--- config.mk ---
export PLATFORM = sky130hd
export DESIGN_NAME = llbit_resv
export DESIGN_NICKNAME = d
export VERILOG_FILES = /design/src/rtl/llbit_resv.sv
export SDC_FILE = /design/constraint.sdc
export NUM_CORES = 1
export LEC_CHECK = 0
export CAP_MARGIN = 20
export CORE_ASPECT_RATIO = 0.6
export CORE_MARGIN = 2
export CORE_UTILIZATION = 40
export DETAILED_ROUTE_END_ITERATION = 8
export PLACE_DENSITY = 0.81
export SLEW_MARGIN = 30
export SYNTH_ARGS = -nofsm -noshare
export SYNTH_HDL_FRONTEND = slang
export SYNTH_SLANG_ARGS = --single-unit
--- constraint.sdc ---
create_clock -name clk -period 5 [get_ports clk]
set_clock_uncertainty 0.2 [all_clocks]
set_input_delay 0.75 -clock clk [delete_from_list [all_inputs] [get_ports clk]]
set_output_delay 0.75 -clock clk [all_outputs]
set_load 0.01 [all_outputs]
--- src/rtl/llbit_resv.sv ---
// llbit_resv: LL/SC reservation holder. Owns the architectural LLbit and the
// reserved word address; LL sets it, snoops/flushes/SC clear it, and SC
// verdicts are returned through a ready/valid handshake.
// Optional feature macro: LLBIT_TIMEOUT_EN (reservation auto-expires after
// 2^TIMEOUT_W - 1 cycles in RESV).
module llbit_resv #(
  parameter int unsigned ADDR_W    = 32,
  parameter int unsigned TIMEOUT_W = 8
) (
  input  logic              clk,
  input  logic              rst,
  input  logic              ll_wb_valid,
  input  logic [ADDR_W-1:0] ll_wb_addr,
  input  logic              flush,
  input  logic              snoop_valid,
  input  logic [ADDR_W-1:0] snoop_addr,
  input  logic              sc_req,
  input  logic [ADDR_W-1:0] sc_addr,
  output logic              sc_ready,
  output logic              sc_resp_valid,
  output logic              sc_success,
  output logic              llbit_o
);

  typedef enum logic [1:0] {
    EMPTY   = 2'd0,
    RESV    = 2'd1,
    RESOLVE = 2'd2
  } state_t;

  state_t            state;
  state_t            state_next;
  logic [ADDR_W-1:0] resv_addr;
  logic              sc_acc;
  logic              sc_ok;
  logic              snoop_hit;
  logic              timeout_hit;

`ifdef LLBIT_TIMEOUT_EN
  logic [TIMEOUT_W-1:0] tmo_cnt;

  // Reservation age: restarts on a fresh LL or whenever RESV is left
  always_ff @(posedge clk or posedge rst) begin
    if (rst) begin
      tmo_cnt <= '0;
    end else if ((state_next != RESV) || (ll_wb_valid && !flush)) begin
      tmo_cnt <= '0;
    end else begin
      tmo_cnt <= tmo_cnt + TIMEOUT_W'(1);
    end
  end

  assign timeout_hit = (state == RESV) && (tmo_cnt == {TIMEOUT_W{1'b1}});
`else
  logic [TIMEOUT_W-1:0] unused_timeout;
  assign unused_timeout = '0;
  assign timeout_hit    = 1'b0;
`endif

  // Byte-offset bits never take part in word compares
  logic unused_lsbs;
  assign unused_lsbs = ^{sc_addr[1:0], snoop_addr[1:0], resv_addr[1:0]};

  // State register
  always_ff @(posedge clk or posedge rst) begin
    if (rst) begin
      state <= EMPTY;
    end else begin
      state <= state_next;
    end
  end

  // Handshake and verdict decode; snoops compare against the pre-edge address
  always_comb begin
    sc_ready  = (state != RESOLVE) && !ll_wb_valid && !flush;
    sc_acc    = sc_req && sc_ready;
    snoop_hit = (state == RESV) && snoop_valid &&
                (snoop_addr[ADDR_W-1:2] == resv_addr[ADDR_W-1:2]);
    sc_ok     = (state == RESV) && !snoop_hit &&
                (sc_addr[ADDR_W-1:2] == resv_addr[ADDR_W-1:2]);
  end

  // Next state: flush > LL > SC accept > snoop hit / timeout
  always_comb begin
    state_next = state;
    unique case (state)
      RESOLVE: begin
        if (flush) begin
          state_next = EMPTY;
        end else if (ll_wb_valid) begin
          state_next = RESV;
        end else begin
          state_next = EMPTY;
        end
      end
      EMPTY, RESV: begin
        if (flush) begin
          state_next = EMPTY;
        end else if (ll_wb_valid) begin
          state_next = RESV;
        end else if (sc_acc) begin
          state_next = RESOLVE;
        end else if (snoop_hit || timeout_hit) begin
          state_next = EMPTY;
        end
      end
      default: state_next = EMPTY;
    endcase
  end

  // Registered outputs and the reserved address
  always_ff @(posedge clk or posedge rst) begin
    if (rst) begin
      llbit_o       <= 1'b0;
      sc_resp_valid <= 1'b0;
      sc_success    <= 1'b0;
      resv_addr     <= '0;
    end else begin
      llbit_o       <= (state_next == RESV);
      sc_resp_valid <= sc_acc;
      if (sc_acc) begin
        sc_success <= sc_ok;
      end
      if (ll_wb_valid && !flush) begin
        resv_addr <= ll_wb_addr;
      end
    end
  end

endmodule

# Word level (Yosys, flattened, before mapping)
# Cells that the tools add are included.
[word_totals]
ff_bits = 37
in_bits = 102
output_inout_bits = 4
[classes]
reduce_logical = 13
mux = 7
n_eq_ne = 6
[ops]
columns = ["cell", "count"]
rows = [
  ["$eq 30x30->1", 2],
  ["$logic_and 1x1->1", 8],
  ["$mux 2", 4],
  ["$eq 2x1->1 const B", 2],
  ["$pmux 2 s2", 1],
  ["$logic_not 1->1", 3],
  ["$eq 2x2->1 const B", 1],
  ["$logic_not 2->1", 1],
  ["$mux 1", 2],
  ["$ne 2x2->1 const B", 1],
  ["$reduce_or 2->1", 1],
]

# Depth between registers and ports, before layout
# Gate-level depths: netlist of run 1.
[depth]
word_depth = 9
mapped_depth = 5
mapped_depth_nobuf = 5

# Worst setup path before layout of run 1
# Ideal clock, no wire load.
[synth_path]
path_type = "in2out"
startpoint = "in ll_wb_valid"
endpoint = "out sc_ready"
arrival_ns = 1.146
stages = 1
slack_ns = 2.904
n_path_buf = 0
cell_sequence = "a211oi_1"
[synth_between]
elab_chain_len = 3
[synth_lines]
columns = ["element", "line_no", "source"]
rows = [
  ["start, declared", "12", "input logic ll_wb_valid,"],
  ["$logic_not 1->1", "75", "sc_ready = (state != RESOLVE) && !ll_wb_valid && !flush;"],
  ["$logic_and 1x1->1 (2 in a row)", "75", ""],
  ["end, declared", "19", "output logic sc_ready,"],
]
# Every way passes these cells.

# Worst setup path in the final report of run 1
[layout_path]
startpoint = "in flush"
endpoint = "out sc_ready"
[layout_between]
elab_chain_len = 2
[layout_lines]
columns = ["element", "line_no", "source"]
rows = [
  ["start, declared", "14", "input logic flush,"],
  ["$logic_not 1->1", "75", ""],
  ["$logic_and 1x1->1", "75", ""],
]
# Every way passes these cells.

==> results.toml, run 1 <==
[critical_path]
required_ns = 4.05
crit_top_cell = "clkdlybuf4s50_1"
path_buf_inv = 2
rr_worst_depth = 5
cp_top_family = "buffers and inverters"
criticalPathCategory = "primary input to output port"
cp-start-kind = "primary input"
r2r-end = "state[0]"
crit_fanout = 5
cp_slowest_cell = "clkdlybuf4s50_1"
rrSetupSlack_ns = 2.89
crit_path_max_incr_delay_ns = 0.59
cp-end-kind = "output port"
rr_startpoint = "resv_addr[24]"
crit_arrival_ns = 2.11
cp_cell_sequence = "clkdlybuf4s50_1 -> a211oi_1 -> clkdlybuf4s50_1"

[min_path]
hp-class = "flop to flop"
min_from = "sc_success"
hold_depth = 2
hold_path_end = "sc_success"

[finish]
n_antenna_cell = 0
final_cell_mix = "clkdlybuf4s50_1, dfrtp_1, xor2_1"
final_common_cell = "clkdlybuf4s50_1"
nets = 373
num-fill-cells = 414
drive_above_1_share = 0.1292
area_growth_pct = 57.90
multi_input_area_sq_um = 1092
seq_area_sq_um = 875.8
layout.cells.non_filler = 334

[global_route]
antenna_found_initial = 0
grt_usage = 0.2013
grt_overflow_total = 0
grt_pass1_wl_microns = 8114
grt_max_degree = 36
grt_pass1_vias = 1634

[routing]
drcViolationCount = 0
met3_length_microns = 632
top_layer = "met4"
wire_per_inst_microns = 15.74
vias = 1615
met2_wirelength_microns = 2162
via_per_inst = 4.835
routed_wl_microns = 5257
drt-met1-wl_microns = 2396
ant_nets = 0
drtIter0Drc = 34
dr.pass1.iters = 4

[floorplanning]
die_width_microns = 95.36
io_pins = 106
rows = 19
core_sq_um = 4683
dieHeight_microns = 58.82
dieArea_sq_um = 5609
initial_core_util = 0.4277

[timing]
tightest_slew_ns = 0.7432
fmax_mhz = 326.5
relSlewSlack = 0.5040
period_needed_ns = 3.063
rsz0062_at_grt = "no"
setup_viol = 0
setup_tns_ns = 0
hold_violations = 0
slew_violations = 0
post-route-period-util = 0.6126

[cts]
clkTransAtPathRegs_ns = 0.08
cts_resized = 0
clockBufferDepth = 2
cts_buffers = 5
h-tree-depth = 2
clk-insertion-delay-late_ns = 0.29
holdBufCountCts = 0
post_cts_buffers = 0
tritoncts = "yes"
clkSinkCount = 35
cts_root_buf = "clkbuf_8"

[logic_synthesis]
ys_seq_area_frac = 0.4372
syn_area_sq_um = 2003
ys_warn_count = 0
synth_cell_type_count = 20
synth_area_per_cell_sq_um = 12.07
syn_nets = 268
netlist_instances = 166
synth_seq_cells = 35

[pwr]
ir_drop_mv = 0.1454
power.density_nw_per_um2 = 252.1
leakagePower_uw = 0.001249

[placed_design]
port_buffers = 99
hpwlAfterDp_microns = 4242
gp_congestion = 0.8203
placedCellCount = 327

[flow_run]
drv_cap = 0

[status]
outcome = "finished, final reports clean"
worst max-delay path by stage:
stage,startpoint,to,slack [ns],cells past startpoint
2_1_floorplan,ll_wb_valid,sc_ready,2.90,1
3_3_place_gp,ll_wb_valid,resv_addr[9],1.95,5
3_5_place_dp,ll_wb_valid,resv_addr[16],1.91,5
4_1_cts,flush,sc_ready,1.93,3
5_1_grt,flush,sc_ready,1.87,3
6_report,flush,sc_ready,1.94,3
per-stage QoR:
step	setup slack [ns]	cell area (sq um)	power, uW	utilization	hold slack, ns
2_1_floorplan	2.904	2003	480.1	-	0.2673
5_1_grt	1.872	3163	845.9	0.6754	0.3149
6_report	1.937	3163	797.5	0.6754	0.2851
3_3_place_gp	1.948	3075	590.2	0.6567	0.2635
4_1_cts	1.928	3163	807.0	0.6754	0.2869
3_5_place_dp	1.912	3075	595.6	0.6567	0.2710
cell families after synthesis:
logic type      count (synthesis)  share of synthesized area
flops                          35                     0.4372
mux                            30                     0.1686
simple gates                   27                    0.08120
xor+xnor                       60                     0.2698
compound gates                  5                    0.02437
buf+inv                         9                    0.01874
worst reg2reg max path, delay by kind of cell, from the launching register on:
| kind | cells | cell delay (ns) |
|---|---|---|
| DFF | 1 | 0.41 |
| and+or+nand+nor | 2 | 0.72 |
| xor gates and xnor gates | 1 | 0.17 |
| AOI/OAI and AO/OA | 2 | 0.49 |
flip-flops by register name (all words and copies together) (netlist names):
register / count
llbit_o: 1
resv_addr: 30
sc_resp_valid: 1
sc_success: 1
state: 2
power by group:
part           leakage [uW]  switching (uW)  internal, uW
logic              0.000783            73.5           150
clock network     0.0000470             101           108
registers          0.000419            43.8           321
total               0.00125             219           579
routing by layer:
| metal | GRT usage | up-vias |
|---|---|---|
| met4 | 0.07453 | 0 |
| li1 | - | 786 |
| met3 | 0.08451 | 8 |
| met5 | 0 | - |
| met2 | 0.2958 | 74 |
| met1 | 0.2669 | 747 |
Yosys cell counts (all sizes together):
library cell / number / area (sq um)
o311ai: 1 / 16.27
xnor2: 26 / 242.7
nand2: 3 / 11.26
nor2: 1 / 3.750
a211oi: 1 / 7.510
or3: 1 / 11.26
nand4: 9 / 56.30
dfrtp: 35 / 875.8
xor2: 34 / 297.8
mux2: 30 / 337.8
o31ai: 1 / 7.510
inv: 6 / 22.52
and2b: 1 / 7.510
a221oi: 2 / 17.52
nor4: 10 / 62.56
nor3: 2 / 10.01
buf: 3 / 15.01
layout make-up:
type	count	area share
clock buffer	6	0.02611
clock inverter	1	0.001582
inverter	6	0.007120
multi-input combinational	122	0.3453
sequential	35	0.2769
tap	63	0.02492
timing repair buffer	101	0.3180
Power figures use the tool's default switching activity.
==> inputs of run 2 (changes only) <==
--- a/config.mk
+++ b/config.mk
@@ -8,9 +8,9 @@
 export CAP_MARGIN = 20
 export CORE_ASPECT_RATIO = 0.6
 export CORE_MARGIN = 2
-export CORE_UTILIZATION = 40
+export CORE_UTILIZATION = 39
 export DETAILED_ROUTE_END_ITERATION = 8
-export PLACE_DENSITY = 0.81
+export PLACE_DENSITY = 0.8
 export SLEW_MARGIN = 30
 export SYNTH_ARGS = -nofsm -noshare
 export SYNTH_HDL_FRONTEND = slang
==> constraint.sdc (replaced) <==
create_clock -name clk -period 2.92 [get_ports clk]
set_clock_uncertainty 0.2 [all_clocks]
set_input_delay 0.438 -clock clk [delete_from_list [all_inputs] [get_ports clk]]
set_output_delay 0.438 -clock clk [all_outputs]
set_load 0.01 [all_outputs]
==> results.toml, run 2 (same netlist as run 1, synthesis figures left out) <==
[finish]
nets = 374
num-fill-cells = 444
n_antenna_cell = 0
layout.cells.non_filler = 339
final_common_cell = "clkdlybuf4s50_1"
drive_above_1_share = 0.1355
largest_register = "resv_addr"
area_growth_pct = 59.96
largest_reg_flops = 30
final_cell_mix = "clkdlybuf4s50_1, dfrtp_1, xor2_1"
top_regs = "resv_addr: 30 flops, state: 2 flops"

[critical_path]
rr_worst_depth = 5
cp-startpoint = "flush"
rr_startpoint = "resv_addr[23]"
cp_cell_sequence = "clkdlybuf4s50_1 -> a211oi_1 -> clkdlybuf4s50_1"
cp_slowest_cell = "clkdlybuf4s50_1"
cp-start-kind = "primary input"
criticalPathCategory = "primary input to output port"
crit_fanout = 5
crit_end = "sc_ready"
crit_arrival_ns = 1.81
worst-path-stages = 3
path_buf_inv = 2
r2r-end = "state[0]"
rrSetupSlack_ns = 0.90
crit_top_cell = "clkdlybuf4s50_1"
crit_path_max_incr_delay_ns = 0.60
cp_top_family = "buffers and inverters"
required_ns = 2.28
cp-end-kind = "output port"

[status]
outcome = "finished, final reports clean"

[timing]
period_needed_ns = 2.452
tightest_slew_ns = 0.4416
setup_tns_ns = 0
holdWs_ns = 0.3062
setup_viol = 0
fmax_mhz = 407.8
hold_violations = 0
post-route-period-util = 0.8397
slew_violations = 0
setup_slack_ns = 0.4680
rsz0062_at_grt = "no"
relSlewSlack = 0.7056

[floorplanning]
rows = 20
dieArea_sq_um = 5745
dieHeight_microns = 59.52
initial_core_util = 0.4002
core_sq_um = 5005
die_width_microns = 96.53
io_pins = 106

[cts]
tritoncts = "yes"
cts_resized = 0
clockBufferDepth = 2
post_cts_buffers = 0
h-tree-depth = 2
cts_root_buf = "clkbuf_8"
clk-insertion-delay-late_ns = 0.29
cts_buffers = 5
clkSinkCount = 35
holdBufCountCts = 0
clkTransAtPathRegs_ns = 0.07

[pwr]
leakagePower_uw = 0.001268
ir_drop_mv = 0.2843
fin_total_pwr_uw = 1463
power.density_nw_per_um2 = 456.4

[global_route]
grt_pass1_wl_microns = 8079
grt_usage = 0.1954
grt_overflow_total = 0
grt_pass1_vias = 1637
grt_max_degree = 36
antenna_found_initial = 0

[routing]
drcViolationCount = 0
routed_wl_microns = 5203
wire_per_inst_microns = 15.35
ant_nets = 0
drtIter0Drc = 51
vias = 1593
via_per_inst = 4.699
dr.pass1.iters = 4

[flow_run]
drv_cap = 0

[placed_design]
port_buffers = 99
placedCellCount = 331
dpl_worst_slack_ns = 0.4606
gp_congestion = 0.8433
hpwlAfterDp_microns = 4276

[min_path]
hold_depth = 2
hp-class = "flop to flop"
[run 2: changes by cell type in the layout (fill, tap and decap cells not counted), sizes merged]
cell / before / now
bufinv: 0 / 1
buf: 2 / 3
[run 2: final cells by class]
class	count	area, sq um	share of cell area
well taps	66	82.58	0.02577
clock inverters	2	35.03	0.01093
inverters	6	22.52	0.007029
repair buffers	102	1013	0.3163
flip-flops and latches	35	875.8	0.2733
multi-input cells	122	1092	0.3409
clock buffers	6	82.58	0.02577
[run 2: where the power goes]
group | switching, uW | internal [uW] | total [uW] | leakage, uW
combinational | 130 | 258 | 388 | 0.000788
clock | 175 | 276 | 451 | 0.0000612
sequential | 74.4 | 549 | 624 | 0.000419
[run 2: worst min path at each step]
stage,startpoint,end,slack (ns)
6_report,sc_success,sc_success,0.31
4_1_cts,sc_success,sc_success,0.32
3_5_place_dp,sc_success,sc_success,0.30
5_1_grt,state[1],state[1],0.36
3_3_place_gp,sc_success,sc_success,0.26
2_1_floorplan,state[1],state[1],0.27
[run 2: per-layer routing]
| metal | part of all wire | GRT usage |
|---|---|---|
| met3 | 0.12 | 0.08651 |
| met5 | 0 | 0 |
| met1 | 0.43 | 0.2444 |
| met4 | 0.011 | 0.05835 |
| met2 | 0.44 | 0.3085 |
[run 2: worst register-to-register path, cell delays in order, from the launching register on]
cell	delay [ns]
dfrtp_1	0.42
xor2_1	0.19
nor4_1	0.37
nand4_1	0.22
o311ai_2	0.35
a221oi_1	0.14
[run 2: through the flow]
step	util	cell area, sq um
after floorplan	-	2003
after CTS	0.6403	3204
final	0.6403	3204
after global placement	0.6168	3087
after global routing	0.6403	3204
after detailed placement	0.6168	3087
